File: config.mk
export PLATFORM = sky130hd
export DESIGN_NAME = instr_fetch_flat
export DESIGN_NICKNAME = d
export VERILOG_FILES = /design/src/rtl/instr_fetch_if.sv /design/src/rtl/instr_fetch.sv /design/src/flat_wrapper.sv
export SDC_FILE = /design/constraint.sdc
export NUM_CORES = 1
export LEC_CHECK = 0
export BUFFER_PORTS_ARGS = -buffer_cell sky130_fd_sc_hd__buf_4
export CAP_MARGIN = 20
export CORE_MARGIN = 2
export CORE_UTILIZATION = 51
export CTS_CLUSTER_DIAMETER = 30
export DETAILED_ROUTE_END_ITERATION = 8
export PLACE_DENSITY = 0.77
export SLEW_MARGIN = 15
export SYNTH_ARGS = -nofsm -noshare
export SYNTH_HDL_FRONTEND = slang
export SYNTH_SLANG_ARGS = --single-unit
File: constraint.sdc
create_clock -name i_Clk -period 5.4 [get_ports i_Clk]
set_input_delay 0.54 -clock i_Clk [delete_from_list [all_inputs] [get_ports i_Clk]]
set_output_delay 0.54 -clock i_Clk [all_outputs]
set_load 0.01 [all_outputs]
File: src/rtl/instr_fetch_if.sv
// Fetch-stage bundle: instruction memory port, redirect from execute and the decode handshake.
// The master modport is the fetch stage itself; slave is the memory/execute/decode side.
interface instr_fetch_if;
    logic        o_Req;
    logic [31:0] ov_Addr;
    logic        i_Ack;
    logic [31:0] iv_Rdata;
    logic        i_Redirect;
    logic [31:0] iv_Target;
    logic        o_Valid;
    logic [31:0] ov_Instr;
    logic [31:0] ov_Pc;
    logic        i_Ready;

    modport master (
        output o_Req, ov_Addr, o_Valid, ov_Instr, ov_Pc,
        input  i_Ack, iv_Rdata, i_Redirect, iv_Target, i_Ready
    );

    modport slave (
        input  o_Req, ov_Addr, o_Valid, ov_Instr, ov_Pc,
        output i_Ack, iv_Rdata, i_Redirect, iv_Target, i_Ready
    );
endinterface

File: src/rtl/instr_fetch.sv
// Instruction fetch: one outstanding word read, small PC/instruction FIFO toward decode,
// and redirect handling that flushes buffered words and discards a stale in-flight response.
module instr_fetch #(
    parameter logic [31:0] RESET_PC = 32'h0000_0000,
    parameter int unsigned DEPTH    = 2
) (
    input  logic          i_Clk,
    input  logic          i_Rst,
    input  logic          i_Enb,
    instr_fetch_if.master bus
);
    localparam int unsigned AW         = (DEPTH > 1) ? $clog2(DEPTH) : 1;
    localparam int unsigned CW         = AW + 1;
    localparam logic [31:0] RESET_ADDR = RESET_PC & 32'hFFFF_FFFC;
    localparam logic [31:0] NOP        = 32'h0000_0013;

    typedef enum logic [1:0] {
        IDLE  = 2'd0,
        REQ   = 2'd1,
        DRAIN = 2'd2
    } state_t;

    state_t        state_q, state_d;
    logic          req_q, req_d;
    logic [31:0]   addr_q, addr_d;
    logic [31:0]   pend_q, pend_d;
    logic [CW-1:0] count_q, count_d;
    logic [AW-1:0] rd_ptr_q, rd_ptr_d;
    logic [AW-1:0] wr_ptr_q, wr_ptr_d;
    logic [31:0]   instr_mem_q [DEPTH];
    logic [31:0]   instr_mem_d [DEPTH];
    logic [31:0]   pc_mem_q    [DEPTH];
    logic [31:0]   pc_mem_d    [DEPTH];

    logic          head_valid;
    logic          do_pop;
    logic          do_push;
    logic          room;
    logic [31:0]   target;

    assign head_valid = (count_q != '0);
    assign target     = bus.iv_Target & 32'hFFFF_FFFC;

    always_comb begin
        state_d     = state_q;
        req_d       = req_q;
        addr_d      = addr_q;
        pend_d      = pend_q;
        count_d     = count_q;
        rd_ptr_d    = rd_ptr_q;
        wr_ptr_d    = wr_ptr_q;
        instr_mem_d = instr_mem_q;
        pc_mem_d    = pc_mem_q;
        do_pop      = 1'b0;
        do_push     = 1'b0;
        room        = 1'b0;

        if (i_Enb) begin
            if (bus.i_Redirect) begin
                count_d  = '0;
                rd_ptr_d = '0;
                wr_ptr_d = '0;
                req_d    = 1'b1;
                // Only a request that is still waiting for its ack forces a drain of the stale word.
                if (state_q == IDLE || bus.i_Ack) begin
                    addr_d  = target;
                    state_d = REQ;
                end else begin
                    pend_d  = target;
                    state_d = DRAIN;
                end
            end else begin
                do_pop  = head_valid && bus.i_Ready;
                do_push = (state_q == REQ) && bus.i_Ack;
                count_d = count_q + CW'(do_push) - CW'(do_pop);
                room    = (count_d < CW'(DEPTH));

                if (do_pop) begin
                    rd_ptr_d = rd_ptr_q + AW'(1);
                end
                if (do_push) begin
                    instr_mem_d[wr_ptr_q] = bus.iv_Rdata;
                    pc_mem_d[wr_ptr_q]    = addr_q;
                    wr_ptr_d              = wr_ptr_q + AW'(1);
                end

                case (state_q)
                    IDLE: begin
                        if (room) begin
                            state_d = REQ;
                            req_d   = 1'b1;
                        end
                    end
                    REQ: begin
                        if (bus.i_Ack) begin
                            addr_d = addr_q + 32'd4;
                            if (!room) begin
                                state_d = IDLE;
                                req_d   = 1'b0;
                            end
                        end
                    end
                    DRAIN: begin
                        if (bus.i_Ack) begin
                            addr_d  = pend_q;
                            state_d = REQ;
                        end
                    end
                    default: begin
                        state_d = IDLE;
                        req_d   = 1'b0;
                    end
                endcase
            end
        end
    end

    always_ff @(posedge i_Clk or posedge i_Rst) begin
        if (i_Rst) begin
            state_q  <= IDLE;
            req_q    <= 1'b0;
            addr_q   <= RESET_ADDR;
            pend_q   <= RESET_ADDR;
            count_q  <= '0;
            rd_ptr_q <= '0;
            wr_ptr_q <= '0;
            for (int i = 0; i < DEPTH; i++) begin
                instr_mem_q[i] <= NOP;
                pc_mem_q[i]    <= '0;
            end
        end else begin
            state_q     <= state_d;
            req_q       <= req_d;
            addr_q      <= addr_d;
            pend_q      <= pend_d;
            count_q     <= count_d;
            rd_ptr_q    <= rd_ptr_d;
            wr_ptr_q    <= wr_ptr_d;
            instr_mem_q <= instr_mem_d;
            pc_mem_q    <= pc_mem_d;
        end
    end

    assign bus.o_Req    = req_q;
    assign bus.ov_Addr  = addr_q;
    assign bus.o_Valid  = head_valid;
    assign bus.ov_Instr = head_valid ? instr_mem_q[rd_ptr_q] : NOP;
    assign bus.ov_Pc    = head_valid ? pc_mem_q[rd_ptr_q] : 32'h0;
endmodule

File: src/flat_wrapper.sv
// flat-port wrapper written by rule: the top's interface ports become plain ports
module instr_fetch_flat 
#(
    parameter logic [31:0] RESET_PC = 32'h0000_0000,
    parameter int unsigned DEPTH    = 2
)
  (i_Clk, i_Rst, i_Enb, bus_o_Req, bus_ov_Addr, bus_o_Valid, bus_ov_Instr, bus_ov_Pc, bus_i_Ack, bus_iv_Rdata, bus_i_Redirect, bus_iv_Target, bus_i_Ready);
  instr_fetch_if bus_i ();
  input  logic i_Clk;
  input  logic i_Rst;
  input  logic i_Enb;
  output wire logic [$bits(bus_i.o_Req)-1:0] bus_o_Req;
  output wire logic [$bits(bus_i.ov_Addr)-1:0] bus_ov_Addr;
  output wire logic [$bits(bus_i.o_Valid)-1:0] bus_o_Valid;
  output wire logic [$bits(bus_i.ov_Instr)-1:0] bus_ov_Instr;
  output wire logic [$bits(bus_i.ov_Pc)-1:0] bus_ov_Pc;
  input wire logic [$bits(bus_i.i_Ack)-1:0] bus_i_Ack;
  input wire logic [$bits(bus_i.iv_Rdata)-1:0] bus_iv_Rdata;
  input wire logic [$bits(bus_i.i_Redirect)-1:0] bus_i_Redirect;
  input wire logic [$bits(bus_i.iv_Target)-1:0] bus_iv_Target;
  input wire logic [$bits(bus_i.i_Ready)-1:0] bus_i_Ready;
  assign bus_o_Req = bus_i.o_Req;
  assign bus_ov_Addr = bus_i.ov_Addr;
  assign bus_o_Valid = bus_i.o_Valid;
  assign bus_ov_Instr = bus_i.ov_Instr;
  assign bus_ov_Pc = bus_i.ov_Pc;
  assign bus_i.i_Ack = bus_i_Ack;
  assign bus_i.iv_Rdata = bus_iv_Rdata;
  assign bus_i.i_Redirect = bus_i_Redirect;
  assign bus_i.iv_Target = bus_iv_Target;
  assign bus_i.i_Ready = bus_i_Ready;
  instr_fetch #(.RESET_PC(RESET_PC), .DEPTH(DEPTH)) u_core (.i_Clk(i_Clk), .i_Rst(i_Rst), .i_Enb(i_Enb), .bus(bus_i));
endmodule
==> results_dict.tcl, run 1 <==
set metrics [dict create \
    status "complete, no violations" \
    cts_tree "yes" \
    worstReg2RegEnd "u_core.count_q[1]" \
    grt_pass1_vias 6949 \
    tns_ps 0 \
    slew_headroom_pct 28.69 \
    grt_pass1_wl_um 35130 \
    synth_area_leaders "dfrtp_1 (49%), mux2_2 (13%), mux2i_1 (7.7%), mux2_1 (5.3%), nor2_1 (3.5%)" \
    cts_sinks 191 \
    synth_xor_area_share_pct 1.211 \
    dp_hpwl_um 14120 \
    wirelength_um 21270 \
    ctsRootBufferMaster "clkbuf_16" \
    gr-usage-met2_pct 36.07 \
    cts_made_buffers 17 \
    max_freq_mhz 337.0 \
    critPathKind "register to register" \
    tightest_slew_ps 1070 \
    initial_core_util_pct 52.17 \
    cts_hold_buffers 0 \
    crit_arrival_ps 3270 \
    yosysWarningCount 0 \
    synth_cell_type_count 61 \
    slew_viol_final 0 \
    synthSimpleGateAreaFrac_pct 9.727 \
    synthAdderAreaFrac_pct 0.3992 \
    core_um2 18020 \
    wire_per_inst_um 17.75 \
    crit_family "buffers and inverters" \
    critPathCaptureType "register" \
    route.detailed.drc 0 \
    cts_resized 0 \
    place.gp.congestion 0.7836 \
    drv_cap 0 \
    vdd_ir_drop_max_mv 0.2446 \
    cts_buffer_depth 2 \
    fin_crit_ps 2967 \
    antenna_found_initial 0 \
    p_leak_nw 5.139 \
    grt_busiest_layer "met2" \
    syn_to_final_growth_pct 21.33 \
    via_per_inst 5.656 \
    synthesis.area_um2 9403 \
    yosysTopAreaCellShare_pct 49.23 \
    synth_top_family_by_area "multiplexers" \
    synth_common_cells "dfrtp_1 (185), mux2_2 (111), nor2_1 (88), mux2i_1 (72), mux2_1 (44)" \
    dieWidth_um 139.8 \
    num_vias 6776 \
    muxShareOfSynthArea_pct 26.23 \
    grt-ovfl-total 0 \
    final_nets 1029 \
    clock_latency_ps 420 \
    r2r_start "u_core.count_q[1]" \
    reg2reg_depth 11 \
    cp_num_buf_inv 3 \
    setup_viol 0 \
    cpPeakStageDelay_ps 570 \
    grt_use_total_pct 22.39 \
    grt_max_degree 75 \
    cp.required_ps 5710 \
    ant_nets 0 \
    syn_avg_cell_area_um2 11.48 \
    hp-class "input port to asynchronous set/reset pin" \
    rsz0062_at_grt "no" \
    yosysMostFrequentCell "dfrtp_1" \
    design_area_um2 11410 \
    post-route-period-util_pct 54.95 \
    synth_edf_count 0 \
    first_pass_iters 5 \
    post_cts_buffers 0 \
    clk_pin_slew_ps 60 \
    cp-start-kind "register" \
    htree_levels 4 \
    cp_slowest_cell "buf_4" \
    std_cell_rows 49 \
    power_density_nw_per_um2 549.9 \
    die_h_um 139.8 \
    ys_ff_latch 191 \
    ys_seq_area_share_pct 50.91 \
    reg2reg_slack_ps 2430 \
    io_pins 168 \
    worstPathCellList "nor2_4, buf_4, inv_1, and2_1, ha_1, inv_1, ha_1, xor2_1, xnor2_1, nor2_1, mux2_2" \
    async_flop_share_pct 100.0 \
    synth_flop_cell "dfrtp_1" \
    cp_max_fo 60 \
    dieArea_um2 19540 \
    drtIter0Drc 417 \
    io_buffers 161 \
    drive_above_1_share_pct 34.98 \
    synth_compound_area_share_pct 7.824 \
    hold_viol 0 \
    synth_area_leader_cell "dfrtp_1" \
    synth_cells 819 \
    fin_skew_ps 8.745 \
    placed_cell_area_um2 10770 \
    grt_use_met3_pct 4.405 \
    grt.met1_usage_pct 31.05 \
    n_antenna_cell 0 \
]
==> cell type report <==
type / instances / area [µm²]
fill: 1468 / 6616
sequential: 191 / 4791
multi-input combinational: 553 / 4310
timing repair buffer: 174 / 1306
clock buffer: 20 / 456.7
tap: 229 / 286.5
clock inverter: 12 / 182.7
inverter: 19 / 75.07
==> placed cells by master, fill, tap and decap left out, types with 18 or more instances in the layout <==
cell and n:
mux2_1 44, mux2_2 111, buf_4 174, o21ai_0 31
a21oi_1 23, inv_1 18, nor2_1 87, nand2_1 40
mux2i_1 72, dfrtp_1 184
==> layer usage <==
layer / share of wire, % / wire (µm)
met3: 4.6 / 976
met2: 47 / 10090
met5: 0 / 0
met4: 0.81 / 172
met1: 47 / 10030
==> flip-flops by register name (all words and copies together) (netlist names) <==
| name | cells |
|---|---|
| u_core.bus.o_Req | 1 |
| u_core.bus.ov_Addr | 30 |
| u_core.count_q | 2 |
| u_core.instr_mem_q | 64 |
| u_core.pc_mem_q | 60 |
| u_core.pend_q | 30 |
| u_core.rd_ptr_q | 1 |
| u_core.state_q | 2 |
| u_core.wr_ptr_q | 1 |
==> report_power, final <==
group          leakage [nW]  internal (mW)  switching (mW)
logic                  2.49           1.21            1.02
clock network         0.303          0.803           0.538
registers              2.34           2.10           0.602
==> stage by stage <==
step	setup WS (ps)	hold WS (ps)	total power [mW]	utilization [%]	instances
CTS	2409	127.3	6.325	63.28	1198
global placement	2012	466.0	4.886	59.73	1166
detailed placement	2004	465.7	4.973	59.73	1166
floorplan	2402	449.0	4.021	-	822
global route	2213	160.5	6.698	63.29	1198
finish	2433	141.3	6.274	63.29	1198
==> cells by family (layout without fill, tap and decap cells) <==
logic type,after synthesis,in the layout
flops,191,191
compound gates,114,114
other cells,1,4
mux,227,227
xor+xnor,13,13
buf+inv,78,225
fa+ha+maj,3,3
simple gates,192,192
==> worst max-delay path by stage <==
stage,cells after the start,start,to,slack (ps)
detailed placement,5,bus_i_Redirect,u_core.pend_q[12],2000
global placement,5,bus_i_Redirect,u_core.pend_q[3],2010
floorplan,1,i_Rst,u_core.bus.o_Req,2400
global route,12,u_core.count_q[1],u_core.state_q[0],2210
CTS,4,u_core.rd_ptr_q,bus_ov_Instr[14],2410
finish,11,u_core.count_q[1],u_core.count_q[1],2430
==> worst reg2reg max path, stage by stage (launching register included) <==
cell     delay (ps)
dfrtp_1         430
nor2_4           90
buf_4           570
inv_1           230
and2_1          290
ha_1            300
inv_1            40
ha_1            170
xor2_1          150
xnor2_1         200
nor2_1           90
mux2_2          280
Power figures use the tool's default switching activity.
==> inputs of run 2 (changes only) <==
--- a/config.mk
+++ b/config.mk
@@ -8,10 +8,10 @@
 export BUFFER_PORTS_ARGS = -buffer_cell sky130_fd_sc_hd__buf_4
 export CAP_MARGIN = 20
 export CORE_MARGIN = 2
-export CORE_UTILIZATION = 51
+export CORE_UTILIZATION = 56
 export CTS_CLUSTER_DIAMETER = 30
 export DETAILED_ROUTE_END_ITERATION = 8
-export PLACE_DENSITY = 0.77
+export PLACE_DENSITY = 0.8
 export SLEW_MARGIN = 15
 export SYNTH_ARGS = -nofsm -noshare
 export SYNTH_HDL_FRONTEND = slang
==> constraint.sdc (replaced) <==
create_clock -name i_Clk -period 2.8 [get_ports i_Clk]
set_input_delay 0.28 -clock i_Clk [delete_from_list [all_inputs] [get_ports i_Clk]]
set_output_delay 0.28 -clock i_Clk [all_outputs]
set_load 0.01 [all_outputs]
==> run 2 against run 1 <==
Critical path depth down 4. Worst hold slack worse by 70 ps. Via count up 1.2%. Sequential cell count unchanged. First-iteration DRC count up 17%. Clock skew about the same. Highest routed layer unchanged.
==> results_dict.tcl, run 2 (synthesized netlist as in run 1, its figures left out) <==
set metrics [dict create \
    cts_hold_buffers 1 \
    cts_made_buffers 17 \
    dieWidth_um 133.6 \
    hold_viol 0 \
    num_vias 6857 \
    tightest_slew_ps 1036 \
    vdd_ir_drop_max_mv 0.5777 \
    slew_headroom_pct 30.91 \
    ctsRootBufferMaster "clkbuf_16" \
    route.detailed.drc 0 \
    grt_use_total_pct 24.62 \
    critPathCaptureType "register" \
    wirelength_um 21300 \
    post-route-period-util_pct 79.12 \
    clock_latency_ps 430 \
    reg2reg_depth 7 \
    final_common_cell "dfrtp_1" \
    cts_resized 0 \
    n_antenna_cell 0 \
    grt_pass1_wl_um 34780 \
    intPower_mw 7.624 \
    htree_levels 4 \
    tns_ps 0 \
    crit_arrival_ps 2530 \
    grt-ovfl-total 0 \
    initial_core_util_pct 56.90 \
    top_regs "u_core.instr_mem_q (64), u_core.pc_mem_q (60)" \
    cts_buffer_depth 2 \
    reg2reg_slack_ps 580 \
    clkPwrFrac_pct 19.1 \
    fin_skew_ps 8.901 \
    slew_viol_final 0 \
    power_frac_seq_pct 43.8 \
    top_register "u_core.instr_mem_q" \
    drv_cap 0 \
    core_um2 16520 \
    switching_share_pct 35.55 \
    power_density_nw_per_um2 1035 \
    design_area_um2 11420 \
    wire_per_inst_um 17.84 \
    holdPathStages 2 \
    switchingPower_mw 4.205 \
    std_cell_rows 47 \
    pre_cts_ws_ps 530.2 \
    finalWorstSetupSlack_ps 584.6 \
    placed_cell_area_um2 10860 \
    die_h_um 133.6 \
    drtIter0Drc 487 \
    critPathKind "register to register" \
    dieArea_um2 17840 \
    via_per_inst 5.743 \
    setup_viol 0 \
    post_cts_buffers 0 \
    grt_max_degree 71 \
    cts_sinks 191 \
    cts_tree "yes" \
    p_comb_share_pct 37.2 \
    first_pass_iters 5 \
    cp-start-kind "register" \
    clk_pin_slew_ps 70 \
    syn_to_final_growth_pct 21.50 \
    dp_hpwl_um 13960 \
    antenna_found_initial 0 \
    layout_common_cells "dfrtp_1 (184), buf_4 (172), mux2_2 (111)" \
    largest_reg_flops 64 \
    rsz0062_at_grt "no" \
    final_nets 1034 \
    ant_nets 0 \
    max_freq_mhz 451.4 \
    drive_above_1_share_pct 35.22 \
    p_total_mw 11.83 \
    fin_crit_ps 2215 \
    cp_max_fo 11 \
    p_leak_nw 5.158 \
    grt_pass1_vias 6837 \
    place.gp.congestion 0.8541 \
    io_buffers 161 \
    status "complete, no violations" \
    hp-class "input port to register" \
    cp.required_ps 3110 \
    io_pins 168 \
]
## run 2: cell types whose count changed in the layout (fill, tap and decap cells not counted)
cell,before,now
clkbuf_8,2,3
clkinvlp_4,4,3
nor2b_2,1,0
nor2b_1,2,3
bufinv_16,4,0
clkbuf_1,1,0
buf_12,0,6
buf_4,174,172
dlygate4sd3_1,0,1
clkinv_4,3,5
clkinv_2,1,4
## run 2: power groups by stage
stage	Clock [mW]	Sequential, mW	Combinational (mW)
floorplan	0	4.83	2.92
global placement	0	5.13	4.30
detailed placement	0	5.19	4.42
CTS	2.30	5.15	4.45
global route	2.41	5.34	4.84
finish	2.25	5.18	4.40
## run 2: worst paths after layout
path	from	endpoint
max in group asynchronous	i_Rst	u_core.instr_mem_q[36]
hold reg to reg	u_core.pend_q[28]	u_core.pend_q[28]
setup / recovery	u_core.bus.ov_Addr[2]	u_core.bus.ov_Addr[30]
hold / removal	bus_iv_Target[28]	u_core.pend_q[28]
setup reg to reg	u_core.bus.ov_Addr[2]	u_core.bus.ov_Addr[30]
min in group asynchronous	i_Rst	u_core.pc_mem_q[60]
## run 2: routing by layer
metal	vias to the layer above	GRT usage, %	routed length, µm
met5	-	0	0
met4	0	8.924	433
met2	222	39.58	10100
met1	3424	33.90	9630
li1	3175	-	-
met3	36	4.338	1136
## run 2: worst max-delay path: stages, from the launching register on
cell and delay, ps:
dfrtp_1 570, ha_1 250, nand3_1 220, nor4_2 210, buf_4 250, nand3_1 120
xnor2_1 160, a221o_1 310
## run 2: stage by stage
step	utilization (%)	std cells	hold WS, ps
after global routing	69.14	1194	65.39
final	69.14	1194	71.53
after floorplan	-	822	411.7
after detailed placement	65.72	1161	414.0
after CTS	69.14	1194	58.78
after global placement	65.72	1161	413.2
## run 2: final cells by class
class	count	area, µm²
Multi-Input combinational cell	553	4308
Clock buffer	20	466.7
Fill cell	1244	5100
Timing Repair Buffer	179	1421
Tap cell	220	275.3
Inverter	19	75.07
Clock inverter	12	87.58
Sequential cell	191	4791
